==> src/rtl/muldiv_if.sv <==
// Request/response bundle for the iterative multiply/divide unit.
// The master side issues operations and the slave side (the unit) returns results.
interface muldiv_if #(
    parameter int XLEN = 32
);
    logic            go;
    logic            ack;
    logic            kill;
    logic [2:0]      op;
    logic [XLEN-1:0] a;
    logic [XLEN-1:0] b;
    logic            busy;
    logic            done;
    logic [XLEN-1:0] result;

    modport master (
        output go, ack, kill, op, a, b,
        input  busy, done, result
    );

    modport slave (
        input  go, ack, kill, op, a, b,
        output busy, done, result
    );
endinterface

==> src/rtl/muldiv_unit.sv <==
// Iterative RV-style multiply/divide: radix-2^MUL_BITS shift-add multiply and
// restoring divide (DIV_BITS quotient bits per cycle) on operand magnitudes.
//
// state  | meaning
// IDLE   | waiting for go
// MUL    | multiply iterations, MUL_BITS multiplier bits per cycle
// DIV    | divide iterations, DIV_BITS quotient bits per cycle
// FIX    | apply sign correction, load result
// DONE   | result valid, held until ack
module muldiv_unit #(
    parameter int XLEN     = 32,
    parameter int MUL_BITS = 4,
    parameter int DIV_BITS = 1
) (
    input  logic    clk_core,
    input  logic    reset_n,
    muldiv_if.slave bus
);

    localparam int CNT_W = $clog2(XLEN + 1);
    localparam logic [CNT_W-1:0] MUL_ITERS = CNT_W'(XLEN / MUL_BITS);
    localparam logic [CNT_W-1:0] DIV_ITERS = CNT_W'(XLEN / DIV_BITS);
    localparam logic [XLEN-1:0]  MOST_NEG  = {1'b1, {(XLEN-1){1'b0}}};

    typedef enum logic [2:0] {
        S_IDLE,
        S_MUL,
        S_DIV,
        S_FIX,
        S_DONE
    } state_t;

    state_t            state;
    state_t            state_nxt;
    logic [CNT_W-1:0]  cnt;
    logic [2:0]        op_q;
    logic              neg_res;
    logic              neg_rem;
    logic [XLEN-1:0]   opnd;
    logic [2*XLEN-1:0] acc;
    logic [XLEN-1:0]   res_q;

    logic              start;
    logic              is_div;
    logic              byp_zero;
    logic              byp_ovf;
    logic              bypass;
    logic              a_signed;
    logic              b_signed;
    logic              a_neg;
    logic              b_neg;
    logic [XLEN-1:0]   a_mag;
    logic [XLEN-1:0]   b_mag;

    always_comb begin
        start = 1'b0;
        if (!bus.kill)
            start = bus.go && ((state == S_IDLE) || ((state == S_DONE) && bus.ack));
        is_div   = bus.op[2];
        byp_zero = is_div && (bus.b == '0);
        byp_ovf  = is_div && !bus.op[0] && (bus.a == MOST_NEG) && (bus.b == '1);
        bypass   = byp_zero || byp_ovf;
        // MUL low half is sign-agnostic, so it runs unsigned
        a_signed = bus.op[2] ? !bus.op[0] : ((bus.op == 3'd1) || (bus.op == 3'd2));
        b_signed = bus.op[2] ? !bus.op[0] : (bus.op == 3'd1);
        a_neg    = a_signed && bus.a[XLEN-1];
        b_neg    = b_signed && bus.b[XLEN-1];
        a_mag    = a_neg ? -bus.a : bus.a;
        b_mag    = b_neg ? -bus.b : bus.b;
    end

    always_ff @(posedge clk_core) begin
        if (!reset_n)
            state <= S_IDLE;
        else
            state <= state_nxt;
    end

    always_comb begin
        state_nxt = state;
        case (state)
            S_IDLE: begin
                if (start)
                    state_nxt = bypass ? S_DONE : (is_div ? S_DIV : S_MUL);
            end
            S_MUL, S_DIV: begin
                if (cnt == CNT_W'(1))
                    state_nxt = S_FIX;
            end
            S_FIX: state_nxt = S_DONE;
            S_DONE: begin
                if (start)
                    state_nxt = bypass ? S_DONE : (is_div ? S_DIV : S_MUL);
                else if (bus.ack)
                    state_nxt = S_IDLE;
            end
            default: state_nxt = S_IDLE;
        endcase
        if (bus.kill)
            state_nxt = S_IDLE;
    end

    assign bus.busy   = (state == S_MUL) || (state == S_DIV) || (state == S_FIX);
    assign bus.done   = (state == S_DONE);
    assign bus.result = res_q;

    logic [XLEN+MUL_BITS-1:0] pp;
    logic [XLEN+MUL_BITS-1:0] hi_sum;
    logic [2*XLEN-1:0]        mul_nxt;
    logic [2*XLEN-1:0]        div_nxt;
    logic [XLEN:0]            rem_sh;
    logic [XLEN:0]            diff;

    always_comb begin
        pp      = {{MUL_BITS{1'b0}}, opnd} * {{XLEN{1'b0}}, acc[MUL_BITS-1:0]};
        hi_sum  = {{MUL_BITS{1'b0}}, acc[2*XLEN-1:XLEN]} + pp;
        mul_nxt = {hi_sum, acc[XLEN-1:MUL_BITS]};

        // {remainder, quotient} shift left one restoring step at a time
        div_nxt = acc;
        rem_sh  = '0;
        diff    = '0;
        for (int i = 0; i < DIV_BITS; i++) begin
            rem_sh = {div_nxt[2*XLEN-1:XLEN], div_nxt[XLEN-1]};
            diff   = rem_sh - {1'b0, opnd};
            if (!diff[XLEN])
                div_nxt = {diff[XLEN-1:0], div_nxt[XLEN-2:0], 1'b1};
            else
                div_nxt = {rem_sh[XLEN-1:0], div_nxt[XLEN-2:0], 1'b0};
        end
    end

    logic [2*XLEN-1:0] prod;
    logic [XLEN-1:0]   quo;
    logic [XLEN-1:0]   rem_f;
    logic [XLEN-1:0]   fix_val;

    always_comb begin
        prod  = neg_res ? -acc : acc;
        quo   = neg_res ? -acc[XLEN-1:0] : acc[XLEN-1:0];
        rem_f = neg_rem ? -acc[2*XLEN-1:XLEN] : acc[2*XLEN-1:XLEN];
        case (op_q)
            3'd0:             fix_val = prod[XLEN-1:0];
            3'd1, 3'd2, 3'd3: fix_val = prod[2*XLEN-1:XLEN];
            3'd4, 3'd5:       fix_val = quo;
            default:          fix_val = rem_f;
        endcase
    end

    always_ff @(posedge clk_core) begin
        if (!reset_n) begin
            res_q   <= '0;
            acc     <= '0;
            opnd    <= '0;
            cnt     <= '0;
            op_q    <= '0;
            neg_res <= 1'b0;
            neg_rem <= 1'b0;
        end else if (start) begin
            op_q    <= bus.op;
            neg_res <= a_neg ^ b_neg;
            neg_rem <= a_neg;
            acc     <= {{XLEN{1'b0}}, (is_div ? a_mag : b_mag)};
            opnd    <= is_div ? b_mag : a_mag;
            cnt     <= is_div ? DIV_ITERS : MUL_ITERS;
            if (byp_zero)
                res_q <= bus.op[1] ? bus.a : '1;
            else if (byp_ovf)
                res_q <= bus.op[1] ? '0 : bus.a;
        end else begin
            case (state)
                S_MUL: begin
                    acc <= mul_nxt;
                    if (cnt != '0)
                        cnt <= cnt - CNT_W'(1);
                end
                S_DIV: begin
                    acc <= div_nxt;
                    if (cnt != '0)
                        cnt <= cnt - CNT_W'(1);
                end
                S_FIX:   res_q <= fix_val;
                default: ;
            endcase
        end
    end

endmodule

==> src/flat_wrapper.sv <==
// flat-port wrapper written by rule: the top's interface ports become plain ports
module muldiv_unit_flat 
#(
    parameter int XLEN     = 32,
    parameter int MUL_BITS = 4,
    parameter int DIV_BITS = 1
)
  (clk_core, reset_n, bus_go, bus_ack, bus_kill, bus_op, bus_a, bus_b, bus_busy, bus_done, bus_result);
  muldiv_if #(.XLEN(XLEN)) bus_i ();
  input  logic clk_core;
  input  logic reset_n;
  input wire logic [$bits(bus_i.go)-1:0] bus_go;
  input wire logic [$bits(bus_i.ack)-1:0] bus_ack;
  input wire logic [$bits(bus_i.kill)-1:0] bus_kill;
  input wire logic [$bits(bus_i.op)-1:0] bus_op;
  input wire logic [$bits(bus_i.a)-1:0] bus_a;
  input wire logic [$bits(bus_i.b)-1:0] bus_b;
  output wire logic [$bits(bus_i.busy)-1:0] bus_busy;
  output wire logic [$bits(bus_i.done)-1:0] bus_done;
  output wire logic [$bits(bus_i.result)-1:0] bus_result;
  assign bus_i.go = bus_go;
  assign bus_i.ack = bus_ack;
  assign bus_i.kill = bus_kill;
  assign bus_i.op = bus_op;
  assign bus_i.a = bus_a;
  assign bus_i.b = bus_b;
  assign bus_busy = bus_i.busy;
  assign bus_done = bus_i.done;
  assign bus_result = bus_i.result;
  muldiv_unit #(.XLEN(XLEN), .MUL_BITS(MUL_BITS), .DIV_BITS(DIV_BITS)) u_core (.clk_core(clk_core), .reset_n(reset_n), .bus(bus_i));
endmodule
==> config.mk <==
export PLATFORM = sky130hd
export DESIGN_NAME = muldiv_unit_flat
export DESIGN_NICKNAME = d
export VERILOG_FILES = /design/src/rtl/muldiv_if.sv /design/src/rtl/muldiv_unit.sv /design/src/flat_wrapper.sv
export SDC_FILE = /design/constraint.sdc
export NUM_CORES = 1
export LEC_CHECK = 0
export BUFFER_PORTS_ARGS = -buffer_cell sky130_fd_sc_hd__buf_2
export CORE_MARGIN = 2
export CORE_UTILIZATION = 54
export CTS_CLUSTER_SIZE = 24
export DETAILED_ROUTE_END_ITERATION = 10
export MAX_ROUTING_LAYER = met4
export PLACE_DENSITY = 0.72
export SETUP_SLACK_MARGIN = 0.5
export SLEW_MARGIN = 20
export SYNTH_ARGS = -nofsm -noshare
export SYNTH_HDL_FRONTEND = slang
export SYNTH_SLANG_ARGS = --single-unit
==> constraint.sdc <==
create_clock -name clk_core -period 11.3 [get_ports clk_core]
set_input_delay 1.13 -clock clk_core [delete_from_list [all_inputs] [get_ports clk_core]]
set_output_delay 1.13 -clock clk_core [all_outputs]
set_load 0.01 [all_outputs]
After elaboration in Yosys (flattened, before gate mapping)
Index checks and enable logic that the tools add are counted.
{ "totals": {"register_bits": 142, "latchBits": 0, "ram_bits": 0, "romBits": 0, "input_bits": 72, "out_inout_bits": 34, "elab_cells": 100, "memories": 0} }
{ "classes": {"addsub": 8, "mul": 1, "n_div": 0, "n_lt_le_gt_ge": 0, "n_eq_ne": 18, "shift": 0, "n_mux": 31, "bitwise": 2, "reduce_logical": 31} }
{ "ops": {"columns": ["operator", "n"], "rows": [
  ["$mux 32", 13],
  ["$mux 64", 2],
  ["$neg 32->32", 4],
  ["$pmux 64 s2", 1],
  ["$pmux 32 s3", 1],
  ["$eq 32x32->1 const B", 2],
  ["$neg 64->64", 1],
  ["$add 32x36->36", 1],
  ["$mul 32x4->36", 1],
  ["$sub 33x32->33", 1],
  ["$logic_not 32->1", 1],
  ["$mux 6", 4],
  ["$eq 3x2->1 const B", 5],
  ["$mux 3", 5],
  ["$pmux 3 s4", 1],
  ["$eq 3x1->1 const B", 3],
  ["$eq 3x3->1 const B", 3],
  ["$logic_and 1x1->1", 8],
  ["$reduce_bool 2->1", 4],
  ["$reduce_or 2->1", 4],
  ["$eq 6x1->1 const B", 1],
  ["$logic_not 3->1", 2],
  ["$reduce_bool 6->1", 1],
  ["$sub 6x1->6 const B", 1],
  ["other kinds (13)", 21]
]} }

Logic depth before layout (Yosys ltp)
{ "logic_depth": {"word_depth": 8, "depth_mapped": 20, "mapped_depth_nobuf": 18} }

Worst setup path before layout
No wires, ideal clock.
{ "synth_path": {"path_type": "flip-flop to flip-flop", "start": "register u_core.acc[2]", "end": "register u_core.acc[63]", "setup_time_ns": 0.060, "t_arrival_ns": 4.817, "t_required_ns": 11.240, "path_slack_ns": 6.423, "path_stages_with_launch": 21, "n_path_buf": 3, "synth_period_minus_slack_ns": 4.877, "path_cell_list": "dfxtp_1 -> clkbuf_1 -> clkbuf_1 -> and2_1 -> fa_1 -> fa_1 -> inv_1 -> fa_1 -> inv_1 -> ha_1 -> clkbuf_1 -> nand2_1 -> o21ai_0 -> o211ai_1 -> nand3_1 -> a21boi_0 -> o21a_1 -> o41ai_1 -> xnor2_1 -> a221oi_1 -> o311a_1"} }
{ "synth_via": {"elab_chain_cells": 3} }
{ "synth_rtl": {"columns": ["element", "line_no", "text"], "rows": [
  ["from (decl)", "muldiv_unit.sv:40", "logic [2*XLEN-1:0] acc;"],
  ["from (signal assigned)", "muldiv_unit.sv:163", "acc <= {{XLEN{1'b0}}, (is_div ? a_mag : b_mag)};"],
  ["from (signal assigned)", "muldiv_unit.sv:173", "acc <= mul_nxt;"],
  ["from (signal assigned)", "muldiv_unit.sv:178", "acc <= div_nxt;"],
  ["$mul 32x4->36", "muldiv_unit.sv:115", "pp = {{MUL_BITS{1'b0}}, opnd} * {{XLEN{1'b0}}, acc[MUL_BITS-1:0]};"],
  ["$add 32x36->36", "muldiv_unit.sv:116", "hi_sum = {{MUL_BITS{1'b0}}, acc[2*XLEN-1:XLEN]} + pp;"],
  ["$pmux 64 s2", "muldiv_unit.sv:171", "case (state)"]
]} }
Every way passes these cells.
A chain may end at the register's enable or synchronous reset.

Worst setup path in the final report
{ "layout_path": {"start": "register u_core.acc[1]", "end": "register u_core.acc[63]"} }
Same word-level chain as after synthesis.

==> results.sh <==
export IMPL_finalNonFillerCells=2961
export IMPL_dieArea_sq_um=35100
export IMPL_cts_clk_slew_worst_paths_ns=0.07
export IMPL_grt_usage_pct=37.0
export IMPL_cts_tree="built"
export IMPL_clock_sinks=142
export IMPL_boundaryPins=106
export IMPL_start_util_pct=54.5
export IMPL_viasPerCell=6.28
export IMPL_antenna_found_initial=1
export IMPL_yosysMostFrequentCell="nand2_1"
export IMPL_place_area_sq_um=18800
export IMPL_setup_viol=0
export IMPL_coreArea_sq_um=33300
export IMPL_fmax_mhz=177
export IMPL_cts_root_buf="clkbuf_16"
export IMPL_avgRoutedWirePerCell_um=21.3
export IMPL_grt_max_degree=79
export IMPL_antenna_left=0
export IMPL_syn_to_final_growth_pct=6.89
export IMPL_layout_nets=2746
export IMPL_setup_slack_ns=5.66
export IMPL_cts_buffers=17
export IMPL_p_per_area_nw_per_um2=106
export IMPL_reg2reg_from="u_core.acc[1]"
export IMPL_via_count=18606
export IMPL_firstDrtPassIters=5
export IMPL_htreeDepth=4
export IMPL_post_place_ws_ns=5.79
export IMPL_row_count=67
export IMPL_drt_iter0_markers=2022
export IMPL_cp_required_ns=11.69
export IMPL_yosysTopAreaCellShare_pct=15.7
export IMPL_synth_seq_area_share_pct=15.7
export IMPL_grt_pass1_wl_mm=100
export IMPL_synthArstFlopShare_pct=0
export IMPL_drc_errors=0
export IMPL_synth_ff_type="dfxtp_1"
export IMPL_cts_resized=0
export IMPL_cp_start_kind="flop"
export IMPL_gr_total_overflow=0
export IMPL_hold_buffers=0
export IMPL_drt_wl_total_mm=63.0
export IMPL_syn_nets=2761
export IMPL_finalHoldWorstSlack_ns=0.461
export IMPL_postSynthAreaPerCell_sq_um=7.22
export IMPL_synth_area_top_cells="dfxtp_1 (16%), fa_1 (10%), ha_1 (5.7%), a21oi_1 (5.7%), nand2_1 (5.3%)"
export IMPL_clockBufferDepth=2
export IMPL_synth_edf_count=0
export IMPL_ir_worst_vdd_uv=103
export IMPL_syn_cell_area_sq_um=18100
export IMPL_hold_viol_final=0
export IMPL_port_buffers=105
export IMPL_worst_pin_slew_ns=1.09
export IMPL_post_cts_buffers=0
export IMPL_hpwl_mm=48.9
export IMPL_layout_worst_path_cycle_share_pct=49.9
export IMPL_cap_violations=0
export IMPL_worstSetupPathType="flop to flop"
export IMPL_finish_instance_area_sq_um=19400
export IMPL_min_path_type="flop to flop"
export IMPL_worstHoldStart="u_core.bus.result[9]"
export IMPL_status="finished clean"
export IMPL_synth_common_cells="nand2_1 (254), nor2_1 (212), inv_1 (211)"
export IMPL_die_w_um=187
export IMPL_path_max_fanout=31
export IMPL_yosys_area_top_type="dfxtp_1"
export IMPL_period_minus_slack_ns=5.64
export IMPL_crit_arrival_ns=6.02
export IMPL_relSlewSlack_pct=26.2
export IMPL_synth_distinct_cells=84
export IMPL_drive_gt1_share_pct=8.16
export IMPL_rsz0062_at_grt="false"
export IMPL_slew_viol_final=0
export IMPL_startpoint="u_core.acc[1]"
export IMPL_end_kind="flop"
export IMPL_gp_congestion=0.991
export IMPL_ys_seq_elements=142
export IMPL_clkLatencyLatePin_ns=0.46
export IMPL_setup_tns_ns=0
export IMPL_p_leak_uw=0.00793
export IMPL_die_y_um=187
export IMPL_grt_pass1_vias=17727
export IMPL_place_inst=2928
export IMPL_yosys_warnings=0
export IMPL_syn_instance_count=2514
export IMPL_clock_skew_ns=0.0175
registers in the layout (all words and copies together), names as in the netlist:
name	count
u_core.cnt	6
u_core.op_q	3
u_core.opnd	32
u_core.acc	64
u_core.bus.result	32
u_core.neg_rem	1
u_core.neg_res	1
u_core.state	3
worst paths after layout:
kind | to | slack [ns] | cells after the start
min | u_core.bus.result[9] | 0.46 | 2
min reg2reg | u_core.bus.result[9] | 0.46 | 2
max reg2reg | u_core.acc[63] | 5.66 | 18
max | u_core.acc[63] | 5.66 | 18
through the flow:
stage | util [%] | power, uW
global placement | 56.6 | 1440
floorplan | - | 1210
detailed placement | 56.6 | 1450
CTS | 58.3 | 2030
finish | 58.3 | 2050
global route | 58.3 | 2160
metal layers:
layer	wire, um	track usage (%)	part of all wire (%)	vias to the layer above
li1	-	-	-	8759
met2	26900	55.0	43	866
met3	5370	4.09	8.5	114
met5	0	-	0	-
met4	2230	13.3	3.5	0
met1	28500	51.9	45	8867
final cells by class:
| type | instances | area [sq um] |
|---|---|---|
| repair buffers | 136 | 761 |
| fillers | 3260 | 13900 |
| flip-flops and latches | 142 | 2840 |
| clock inverters | 14 | 134 |
| multi-input cells | 1990 | 13900 |
| clock buffers | 18 | 429 |
| well taps | 448 | 561 |
| inverters | 212 | 796 |
| diodes | 1 | 2.50 |
worst max-delay path, stage by stage (launching register included):
cell and delay, ns:
dfxtp_1 0.37, inv_1 0.79, nor2_1 0.12, fa_1 0.50, fa_1 0.55, inv_1 0.05, fa_1 0.50, inv_1 0.04
ha_1 0.39, a21oi_1 0.22, o21ai_0 0.14, o211ai_1 0.33, nand3_1 0.17, a21boi_0 0.39, o21a_1 0.28, o41ai_1 0.11
xnor2_1 0.15, a221oi_1 0.28, o311a_1 0.20
placed cells by master, fill, tap and decap left out, types with 13 or more instances in the layout:
cell type / count
a211oi_1: 39
a21boi_0: 36
a21o_1: 29
a21oi_1: 204
a221oi_1: 16
a31oi_1: 24
and2_1: 93
buf_2: 104
buf_4: 32
clkbuf_16: 17
dfxtp_1: 141
fa_1: 92
ha_1: 83
inv_1: 211
maj3_1: 30
mux2i_1: 25
nand2_1: 253
nand2b_1: 19
nand3_1: 63
nand4_1: 26
nor2_1: 210
nor2b_1: 21
nor3_1: 38
nor4_1: 22
o211ai_1: 78
o21ai_0: 176
o21bai_1: 15
o221ai_1: 20
o31ai_1: 32
or3_1: 16
or4_1: 13
xnor2_1: 107
xor2_1: 77
cell families after synthesis:
logic type	synth area share [%]
simple gates	21.9
fa+ha+maj	17.5
xor+xnor	8.93
compound gates	26.5
mux	1.38
buf+inv	8.13
flops	15.7
report_power, final:
group | leakage [uW] | internal [uW] | switching [uW]
registers | 0.00116 | 528 | 55.0
logic | 0.00650 | 316 | 571
clock network | 0.000277 | 307 | 270
total | 0.00793 | 1150 | 897
Power figures use the tool's default switching activity.
